**config.mk**
```make
export PLATFORM = sky130hd
export DESIGN_NAME = genius_jogo_param_flat
export DESIGN_NICKNAME = d
export VERILOG_FILES = /design/src/rtl/genius_jogo_param_if.sv /design/src/rtl/genius_jogo_param.sv /design/src/flat_wrapper.sv
export SDC_FILE = /design/constraint.sdc
export NUM_CORES = 1
export LEC_CHECK = 0
export ABC_AREA = 1
export CAP_MARGIN = 10
export CORE_UTILIZATION = 35
export DETAILED_ROUTE_END_ITERATION = 10
export SLEW_MARGIN = 15
export SYNTH_ARGS = -nofsm -noshare
export SYNTH_HDL_FRONTEND = slang
export SYNTH_SLANG_ARGS = --single-unit
```
**constraint.sdc**
```tcl
create_clock -name clock -period 2.22 [get_ports clock]
set_input_delay 0.444 -clock clock [delete_from_list [all_inputs] [get_ports clock]]
set_output_delay 0.444 -clock clock [all_outputs]
set_load 0.01 [all_outputs]
```
**src/rtl/genius_jogo_param_if.sv**
```systemverilog
// Game-side signal bundle for genius_jogo_param: player/load inputs, LED echo,
// end-of-game flags and debug taps. The core takes the slave view.
interface genius_jogo_param_if #(
  parameter int N_BOTOES     = 4,
  parameter int PROFUNDIDADE = 16
);
  localparam int AW = $clog2(PROFUNDIDADE);

  logic                iniciar;
  logic                nivel;
  logic [N_BOTOES-1:0] botoes;
  logic                carrega;
  logic [N_BOTOES-1:0] carrega_dado;
  logic [N_BOTOES-1:0] leds;
  logic                ganhou;
  logic                perdeu;
  logic                timeout;
  logic                pronto;
  logic [3:0]          db_estado;
  logic [AW-1:0]       db_rodada;
  logic [N_BOTOES-1:0] db_jogada;

  modport master (
    output iniciar, nivel, botoes, carrega, carrega_dado,
    input  leds, ganhou, perdeu, timeout, pronto, db_estado, db_rodada, db_jogada
  );

  modport slave (
    input  iniciar, nivel, botoes, carrega, carrega_dado,
    output leds, ganhou, perdeu, timeout, pronto, db_estado, db_rodada, db_jogada
  );
endinterface

```
**src/rtl/genius_jogo_param.sv**
```systemverilog
// Parametrised memory-game core: plays back a loadable sequence, checks the player's
// repeats with a per-move timeout. Optional extra-move round via JOGADA_ADICIONAL_EN.
module genius_jogo_param #(
  parameter int N_BOTOES       = 4,
  parameter int PROFUNDIDADE   = 16,
  parameter int TIMEOUT_CICLOS = 5000,
  parameter int MOSTRA_CICLOS  = 1000
) (
  input logic             clock,
  input logic             reset,
  genius_jogo_param_if.slave io
);
  localparam int AW = $clog2(PROFUNDIDADE);
  localparam int TW = $clog2(TIMEOUT_CICLOS + 1);
  localparam int CW = $clog2(MOSTRA_CICLOS + 1);
  localparam logic [TW-1:0] T_FIM     = TW'(TIMEOUT_CICLOS - 1);
  localparam logic [CW-1:0] C_FIM     = CW'(MOSTRA_CICLOS - 1);
  localparam logic [AW-1:0] ULT_LONGO = AW'(PROFUNDIDADE - 1);
  localparam logic [AW-1:0] ULT_CURTO = AW'(PROFUNDIDADE / 2 - 1);

  typedef enum logic [3:0] {
    INICIAL     = 4'd0,
    PREPARA     = 4'd1,
    MOSTRA      = 4'd2,
    APAGA       = 4'd3,
    ESPERA      = 4'd4,
    COMPARA     = 4'd5,
    PROX_RODADA = 4'd6,
    ADICIONA    = 4'd7,
    FIM_GANHOU  = 4'd10,
    FIM_PERDEU  = 4'd11,
    FIM_TIMEOUT = 4'd12
  } estado_t;

  estado_t             estado_q, estado_d;
  logic [AW-1:0]       rodada_q, rodada_d;
  logic [AW-1:0]       addr_q, addr_d;
  logic [AW-1:0]       ptr_q, ptr_d;
  logic [CW-1:0]       cnt_q, cnt_d;
  logic [TW-1:0]       timer_q, timer_d;
  logic [N_BOTOES-1:0] prev_q, prev_d;
  logic [N_BOTOES-1:0] jogada_q, jogada_d;
  logic                mv_vld_q, mv_vld_d;

  logic [N_BOTOES-1:0] mem_q [PROFUNDIDADE];
  logic                mem_we;
  logic [AW-1:0]       mem_waddr;
  logic [N_BOTOES-1:0] mem_wdata;

  logic                livre, aceita, acerto;
  logic [AW-1:0]       ultima;

  // Moves are only latched while a move is expected, so the debug tap and the
  // pending-move pulse stay frozen through playback and the final states.
  always_comb begin
    aceita   = (estado_q == ESPERA) || (estado_q == ADICIONA);
    prev_d   = io.botoes;
    mv_vld_d = aceita && (prev_q == '0) && (io.botoes != '0);
    jogada_d = mv_vld_d ? io.botoes : jogada_q;
    acerto   = $onehot(jogada_q) && (jogada_q == mem_q[addr_q]);
    ultima   = io.nivel ? ULT_LONGO : ULT_CURTO;
    livre    = (estado_q == INICIAL) || (estado_q == FIM_GANHOU) ||
               (estado_q == FIM_PERDEU) || (estado_q == FIM_TIMEOUT);
  end

  always_comb begin
    estado_d  = estado_q;
    rodada_d  = rodada_q;
    addr_d    = addr_q;
    ptr_d     = ptr_q;
    cnt_d     = cnt_q;
    timer_d   = timer_q;
    mem_we    = 1'b0;
    mem_waddr = ptr_q;
    mem_wdata = io.carrega_dado;

    if (livre) begin
      if (io.iniciar) begin
        ptr_d    = '0;
        estado_d = PREPARA;
      end else if (io.carrega) begin
        mem_we = 1'b1;
        ptr_d  = ptr_q + AW'(1);
      end
    end

    case (estado_q)
      PREPARA: begin
        rodada_d = '0;
        addr_d   = '0;
        cnt_d    = '0;
        estado_d = MOSTRA;
      end
      MOSTRA: begin
        if (cnt_q == C_FIM) begin
          cnt_d    = '0;
          estado_d = APAGA;
        end else begin
          cnt_d = cnt_q + CW'(1);
        end
      end
      APAGA: begin
        if (cnt_q == C_FIM) begin
          cnt_d = '0;
          if (addr_q == rodada_q) begin
            addr_d   = '0;
            timer_d  = '0;
            estado_d = ESPERA;
          end else begin
            addr_d   = addr_q + AW'(1);
            estado_d = MOSTRA;
          end
        end else begin
          cnt_d = cnt_q + CW'(1);
        end
      end
      // A move landing on the terminal timer count still wins over the timeout.
      ESPERA: begin
        if (mv_vld_q) begin
          timer_d  = '0;
          estado_d = COMPARA;
        end else if (timer_q == T_FIM) begin
          estado_d = FIM_TIMEOUT;
        end else begin
          timer_d = timer_q + TW'(1);
        end
      end
      COMPARA: begin
        if (!acerto) begin
          estado_d = FIM_PERDEU;
        end else if (addr_q != rodada_q) begin
          addr_d   = addr_q + AW'(1);
          timer_d  = '0;
          estado_d = ESPERA;
        end else begin
`ifdef JOGADA_ADICIONAL_EN
          if (rodada_q == ultima) begin
            estado_d = PROX_RODADA;
          end else begin
            timer_d  = '0;
            estado_d = ADICIONA;
          end
`else
          estado_d = PROX_RODADA;
`endif
        end
      end
      PROX_RODADA: begin
        if (rodada_q == ultima) begin
          estado_d = FIM_GANHOU;
        end else begin
          rodada_d = rodada_q + AW'(1);
          addr_d   = '0;
          cnt_d    = '0;
          estado_d = MOSTRA;
        end
      end
`ifdef JOGADA_ADICIONAL_EN
      // The extra move extends the stored sequence; it is first shown next round.
      ADICIONA: begin
        if (mv_vld_q) begin
          if ($onehot(jogada_q)) begin
            mem_we    = 1'b1;
            mem_waddr = rodada_q + AW'(1);
            mem_wdata = jogada_q;
            estado_d  = PROX_RODADA;
          end else begin
            estado_d = FIM_PERDEU;
          end
        end else if (timer_q == T_FIM) begin
          estado_d = FIM_TIMEOUT;
        end else begin
          timer_d = timer_q + TW'(1);
        end
      end
`endif
      INICIAL, FIM_GANHOU, FIM_PERDEU, FIM_TIMEOUT: ;
      default: estado_d = INICIAL;
    endcase
  end

  always_ff @(posedge clock or negedge reset) begin
    if (!reset) begin
      estado_q <= INICIAL;
      rodada_q <= '0;
      addr_q   <= '0;
      ptr_q    <= '0;
      cnt_q    <= '0;
      timer_q  <= '0;
      prev_q   <= '0;
      jogada_q <= '0;
      mv_vld_q <= 1'b0;
    end else begin
      estado_q <= estado_d;
      rodada_q <= rodada_d;
      addr_q   <= addr_d;
      ptr_q    <= ptr_d;
      cnt_q    <= cnt_d;
      timer_q  <= timer_d;
      prev_q   <= prev_d;
      jogada_q <= jogada_d;
      mv_vld_q <= mv_vld_d;
    end
  end

  // Sequence storage has no reset; contents are whatever was last loaded.
  always_ff @(posedge clock) begin
    if (mem_we) mem_q[mem_waddr] <= mem_wdata;
  end

  always_comb begin
    io.leds = '0;
    case (estado_q)
      MOSTRA:                    io.leds = mem_q[addr_q];
      ESPERA, COMPARA, ADICIONA: io.leds = io.botoes;
      default:                   io.leds = '0;
    endcase
    io.ganhou    = (estado_q == FIM_GANHOU);
    io.perdeu    = (estado_q == FIM_PERDEU) || (estado_q == FIM_TIMEOUT);
    io.timeout   = (estado_q == FIM_TIMEOUT);
    io.pronto    = (estado_q == FIM_GANHOU) || io.perdeu;
    io.db_estado = estado_q;
    io.db_rodada = rodada_q;
    io.db_jogada = jogada_q;
  end
endmodule

```
**src/flat_wrapper.sv**
```systemverilog
// flat-port wrapper written by rule: the top's interface ports become plain ports
module genius_jogo_param_flat 
#(
  parameter int N_BOTOES       = 4,
  parameter int PROFUNDIDADE   = 16,
  parameter int TIMEOUT_CICLOS = 5000,
  parameter int MOSTRA_CICLOS  = 1000
)
  (clock, reset, io_iniciar, io_nivel, io_botoes, io_carrega, io_carrega_dado, io_leds, io_ganhou, io_perdeu, io_timeout, io_pronto, io_db_estado, io_db_rodada, io_db_jogada);
  genius_jogo_param_if #(.N_BOTOES(N_BOTOES), .PROFUNDIDADE(PROFUNDIDADE)) io_i ();
  input logic clock;
  input logic reset;
  input wire logic [$bits(io_i.iniciar)-1:0] io_iniciar;
  input wire logic [$bits(io_i.nivel)-1:0] io_nivel;
  input wire logic [$bits(io_i.botoes)-1:0] io_botoes;
  input wire logic [$bits(io_i.carrega)-1:0] io_carrega;
  input wire logic [$bits(io_i.carrega_dado)-1:0] io_carrega_dado;
  output wire logic [$bits(io_i.leds)-1:0] io_leds;
  output wire logic [$bits(io_i.ganhou)-1:0] io_ganhou;
  output wire logic [$bits(io_i.perdeu)-1:0] io_perdeu;
  output wire logic [$bits(io_i.timeout)-1:0] io_timeout;
  output wire logic [$bits(io_i.pronto)-1:0] io_pronto;
  output wire logic [$bits(io_i.db_estado)-1:0] io_db_estado;
  output wire logic [$bits(io_i.db_rodada)-1:0] io_db_rodada;
  output wire logic [$bits(io_i.db_jogada)-1:0] io_db_jogada;
  assign io_i.iniciar = io_iniciar;
  assign io_i.nivel = io_nivel;
  assign io_i.botoes = io_botoes;
  assign io_i.carrega = io_carrega;
  assign io_i.carrega_dado = io_carrega_dado;
  assign io_leds = io_i.leds;
  assign io_ganhou = io_i.ganhou;
  assign io_perdeu = io_i.perdeu;
  assign io_timeout = io_i.timeout;
  assign io_pronto = io_i.pronto;
  assign io_db_estado = io_i.db_estado;
  assign io_db_rodada = io_i.db_rodada;
  assign io_db_jogada = io_i.db_jogada;
  genius_jogo_param #(.N_BOTOES(N_BOTOES), .PROFUNDIDADE(PROFUNDIDADE), .TIMEOUT_CICLOS(TIMEOUT_CICLOS), .MOSTRA_CICLOS(MOSTRA_CICLOS)) u_core (.clock(clock), .reset(reset), .io(io_i));
endmodule
```
==> metrics.txt <==
power per standard cell area 672.4 nW/um^2; setup skew after layout 12.74 ps; met3 capacity usage during global routing 2.788%; most frequent cells after synthesis sky130_fd_sc_hd__nand2_1, sky130_fd_sc_hd__nor2_1, sky130_fd_sc_hd__inv_1, sky130_fd_sc_hd__edfxtp_1, sky130_fd_sc_hd__nand3_1; GRT busiest layer met2; Congestion Overflow GR 0; setup ws final -137.5 ps; initial cell density of the core 35.89%; area share of the largest cell type after synthesis 33.59%; global-route wire length before repair 22.60 mm; synthesized cell area 5722 um^2; startpoint class of the critical path register; dpl hpwl 10.15 mm; simple logic cell fraction of the synthesized area 28.54%; area occupied by registers 3128 um^2; Post-Synth Adder-Cell Area 2.755%; number of top-level pins 33; portion of netlist area occupied by mux cells 0%; Yosys top cell by area sky130_fd_sc_hd__edfxtp_1; setup repair after global routing missed its margin yes; routing usage on met1 23.65%; nature of the critical path endpoint register; status finished with violations; most used standard cell by instance count after synthesis sky130_fd_sc_hd__nand2_1; largest family of logic cells by synthesized area simple AND/OR/NAND/NOR gates; Clock Sink Count 112; Critical Path RT 2470 ps; most area-consuming cells after synthesis sky130_fd_sc_hd__edfxtp_1, sky130_fd_sc_hd__dfrtp_1, sky130_fd_sc_hd__nand2_1, sky130_fd_sc_hd__nor2_1, sky130_fd_sc_hd__inv_1; Reg clk slew, reported paths 80 ps; Antenna diodes 0; number of pins exceeding their max-slew limit in the final report 0; violated checks setup timing; cts hold-fix bufs 0; antenna-violating nets left 0; insertion delay to the later sink of the worst-skew pair 370 ps; Pint 3.520 mW; wirelength, routed 14.69 mm; met2 layer usage reported by global route 28.37%; NetSw 1.571 mW; combinational share of power 21.9%; Clock H-tree levels 3; share of layout cells above drive strength 1 27.34%; count of warnings emitted by yosys 0; height of the die 129.9 um; placement row count 46; number of failing hold endpoints at the final stage 0; Root Driver sky130_fd_sc_hd__clkbuf_16; xor/xnor cell area share of the yosys netlist 1.225%; Avg Inst Size Synth 8.617 um^2; via density per instance 4.912; upper clock frequency limit 424.2 MHz; switching power share of the total 30.85%; sequential share of power 46.9%; Synth Net Count 689; fill cell total of the finished layout 1487; DRC violation count after routing 0; WS Path Type reg2reg; total area of multi-input combinational cells 2539 um^2; final worst-path cycle share 106.2%; final routed wire length divided by cell count 14.76 um; Compound-Gate Fraction of Synth Area 5.795%; share of synthesized area occupied by flip-flops and latches 54.58%; number of port buffers 32; distinct cell type count after synthesis 39; number of buffers created by CTS 9; antenna violations before repair 0; post-layout min period 2357 ps; number of setup violations in the final report 25; worst slew pin tran 680.8 ps; Die X 129.9 um; vias in the first global route 4480; signed area change from the synthesized netlist to the final layout 32.32%; worst-case headroom to the max-slew limit 54.47%; crit path max fanout 7; Static Leakage 3.320 nW; vias after detailed routing 4887; overall die area 16860 um^2; DRT Pass-1 Iters 5; number of nets at the end of the flow 799; flip-flop cell with the highest count after synthesis sky130_fd_sc_hd__edfxtp_1; TritonCTS clock tree done; area of the core 15940 um^2; largest net degree at the start of global routing 49; share of flip-flops with an asynchronous set or reset 42.86%; number of storage elements in the synthesis netlist 112; type of the worst min-delay path in2async; total routing resource utilization after global routing 17.74%; worst ir drop on vdd 415.1 uV; maximum clock insertion buffer count 2; worst-case setup slack after placement -201.6 ps; Max Cap Violations 0; fin util 47.49%; routability-driven placement congestion ratio 0.8490; number of enable-type register cells in the synthesized netlist 64; count of routing violations after the opening detailed-route iteration 331; gate count after technology mapping 664; CP arrival 2600 ps; share of power burned in the clock network 31.2%
layer usage:
| layer | part of all wire, % | vias up |
|---|---|---|
| li1 | - | 2395 |
| met1 | 45 | 2339 |
| met2 | 48 | 132 |
| met3 | 5.0 | 21 |
| met4 | 2.1 | 0 |
| met5 | 0 | - |
state kept, by name, summed over array words and instances, names as in the netlist, 4 cells and up:
signal,cells
u_core.mem_q,64
u_core.io.db_rodada,4
u_core.mem_waddr,4
u_core.addr_q,4
u_core.io.db_estado,4
u_core.cnt_q,10
u_core.prev_q,4
u_core.timer_q,13
u_core.io.db_jogada,4
worst max-delay path: stages (launching register included):
cell                      delay, ps
sky130_fd_sc_hd__dfrtp_1        390
sky130_fd_sc_hd__ha_1           300
sky130_fd_sc_hd__ha_2           190
sky130_fd_sc_hd__fa_1           430
sky130_fd_sc_hd__nor2_1         110
sky130_fd_sc_hd__nand2_1         60
sky130_fd_sc_hd__inv_1           50
sky130_fd_sc_hd__nand2_1         50
sky130_fd_sc_hd__nor2_2          90
sky130_fd_sc_hd__nand3_2        120
sky130_fd_sc_hd__nand2_4        180
sky130_fd_sc_hd__nand3_2        120
sky130_fd_sc_hd__nand2_1         80
sky130_fd_sc_hd__nand2_1         70
through the flow:
step	setup TNS [ps]	cell area, um^2	std cells	hold WS (ps)	power (mW)
final	-2832	7571	995	179.6	5.090
after global routing	-7352	7571	995	252.9	5.310
after CTS	-2723	7264	990	210.8	5.075
after detailed placement	-3039	6703	963	460.9	3.463
after global placement	-1968	6703	963	458.3	3.427
after floorplan	-488.3	5724	664	148.4	2.994
area by class of cell:
class | count | share of cell area, %
clock buffers | 9 | 2.975
well taps | 216 | 3.570
repair inverters | 2 | 0.4297
inverters | 81 | 4.181
flip-flops and latches | 112 | 41.32
repair buffers | 109 | 13.22
multi-input cells | 459 | 33.53
clock inverters | 7 | 0.7767
path summary, 6_finish.rpt:
| path | start | endpoint | slack (ps) | cells past startpoint |
|---|---|---|---|---|
| worst min register to register | u_core.timer_q[11]$_DFFE_PN0P_ | u_core.timer_q[11]$_DFFE_PN0P_ | 480 | 2 |
| worst min-delay path | reset | u_core.timer_q[10]$_DFFE_PN0P_ | 180 | 2 |
| worst max-delay path | u_core.io.db_jogada[1]$_DFFE_PN0P_ | u_core.addr_q[0]$_DFFE_PN0P_ | -140 | 13 |
| min in group clock | u_core.timer_q[11]$_DFFE_PN0P_ | u_core.timer_q[11]$_DFFE_PN0P_ | 480 | 2 |
| max in group asynchronous | reset | u_core.io.db_estado[2]$_DFF_PN0_ | 1570 | 2 |
| worst max register to register | u_core.io.db_jogada[1]$_DFFE_PN0P_ | u_core.addr_q[0]$_DFFE_PN0P_ | -140 | 13 |
placed cells by master, fill, tap and decap left out, types with 10 or more instances in the layout:
cell type and n:
sky130_fd_sc_hd__o21ai_0 21, sky130_fd_sc_hd__nor2_2 20, sky130_fd_sc_hd__edfxtp_1 64, sky130_fd_sc_hd__inv_1 74, sky130_fd_sc_hd__nand3_1 37, sky130_fd_sc_hd__clkbuf_16 10
sky130_fd_sc_hd__clkdlybuf4s50_1 23, sky130_fd_sc_hd__buf_4 67, sky130_fd_sc_hd__dfrtp_1 44, sky130_fd_sc_hd__a21oi_1 16, sky130_fd_sc_hd__nand2_2 35, sky130_fd_sc_hd__nand2_4 10
sky130_fd_sc_hd__nand3_2 16, sky130_fd_sc_hd__nor2_1 74, sky130_fd_sc_hd__nand2_1 150, sky130_fd_sc_hd__ha_1 10, sky130_fd_sc_hd__nand4_1 20
power by group through the flow:
stage | clock network (mW) | registers (mW) | logic, mW
after floorplan | 0 | 2.41 | 0.584
after global placement | 0 | 2.42 | 1.01
after detailed placement | 0 | 2.43 | 1.04
after CTS | 1.61 | 2.39 | 1.08
after global routing | 1.67 | 2.40 | 1.24
final | 1.59 | 2.39 | 1.11
cells by family after synthesis:
| group | count (synthesis) |
|---|---|
| compound gates | 60 |
| xor+xnor | 8 |
| fa+ha+maj | 12 |
| buf+inv | 94 |
| flops | 112 |
| simple gates | 378 |
what timing repair did:
action / in CTS / in global routing
endpoints found under the setup margin: 49 / 91
buffers inserted: 7 / 3
cloned: 5 / 2
pin swaps: 23 / 32
gates resized for setup: 73 / 81
No activity file was read; power rests on OpenSTA's default activity.
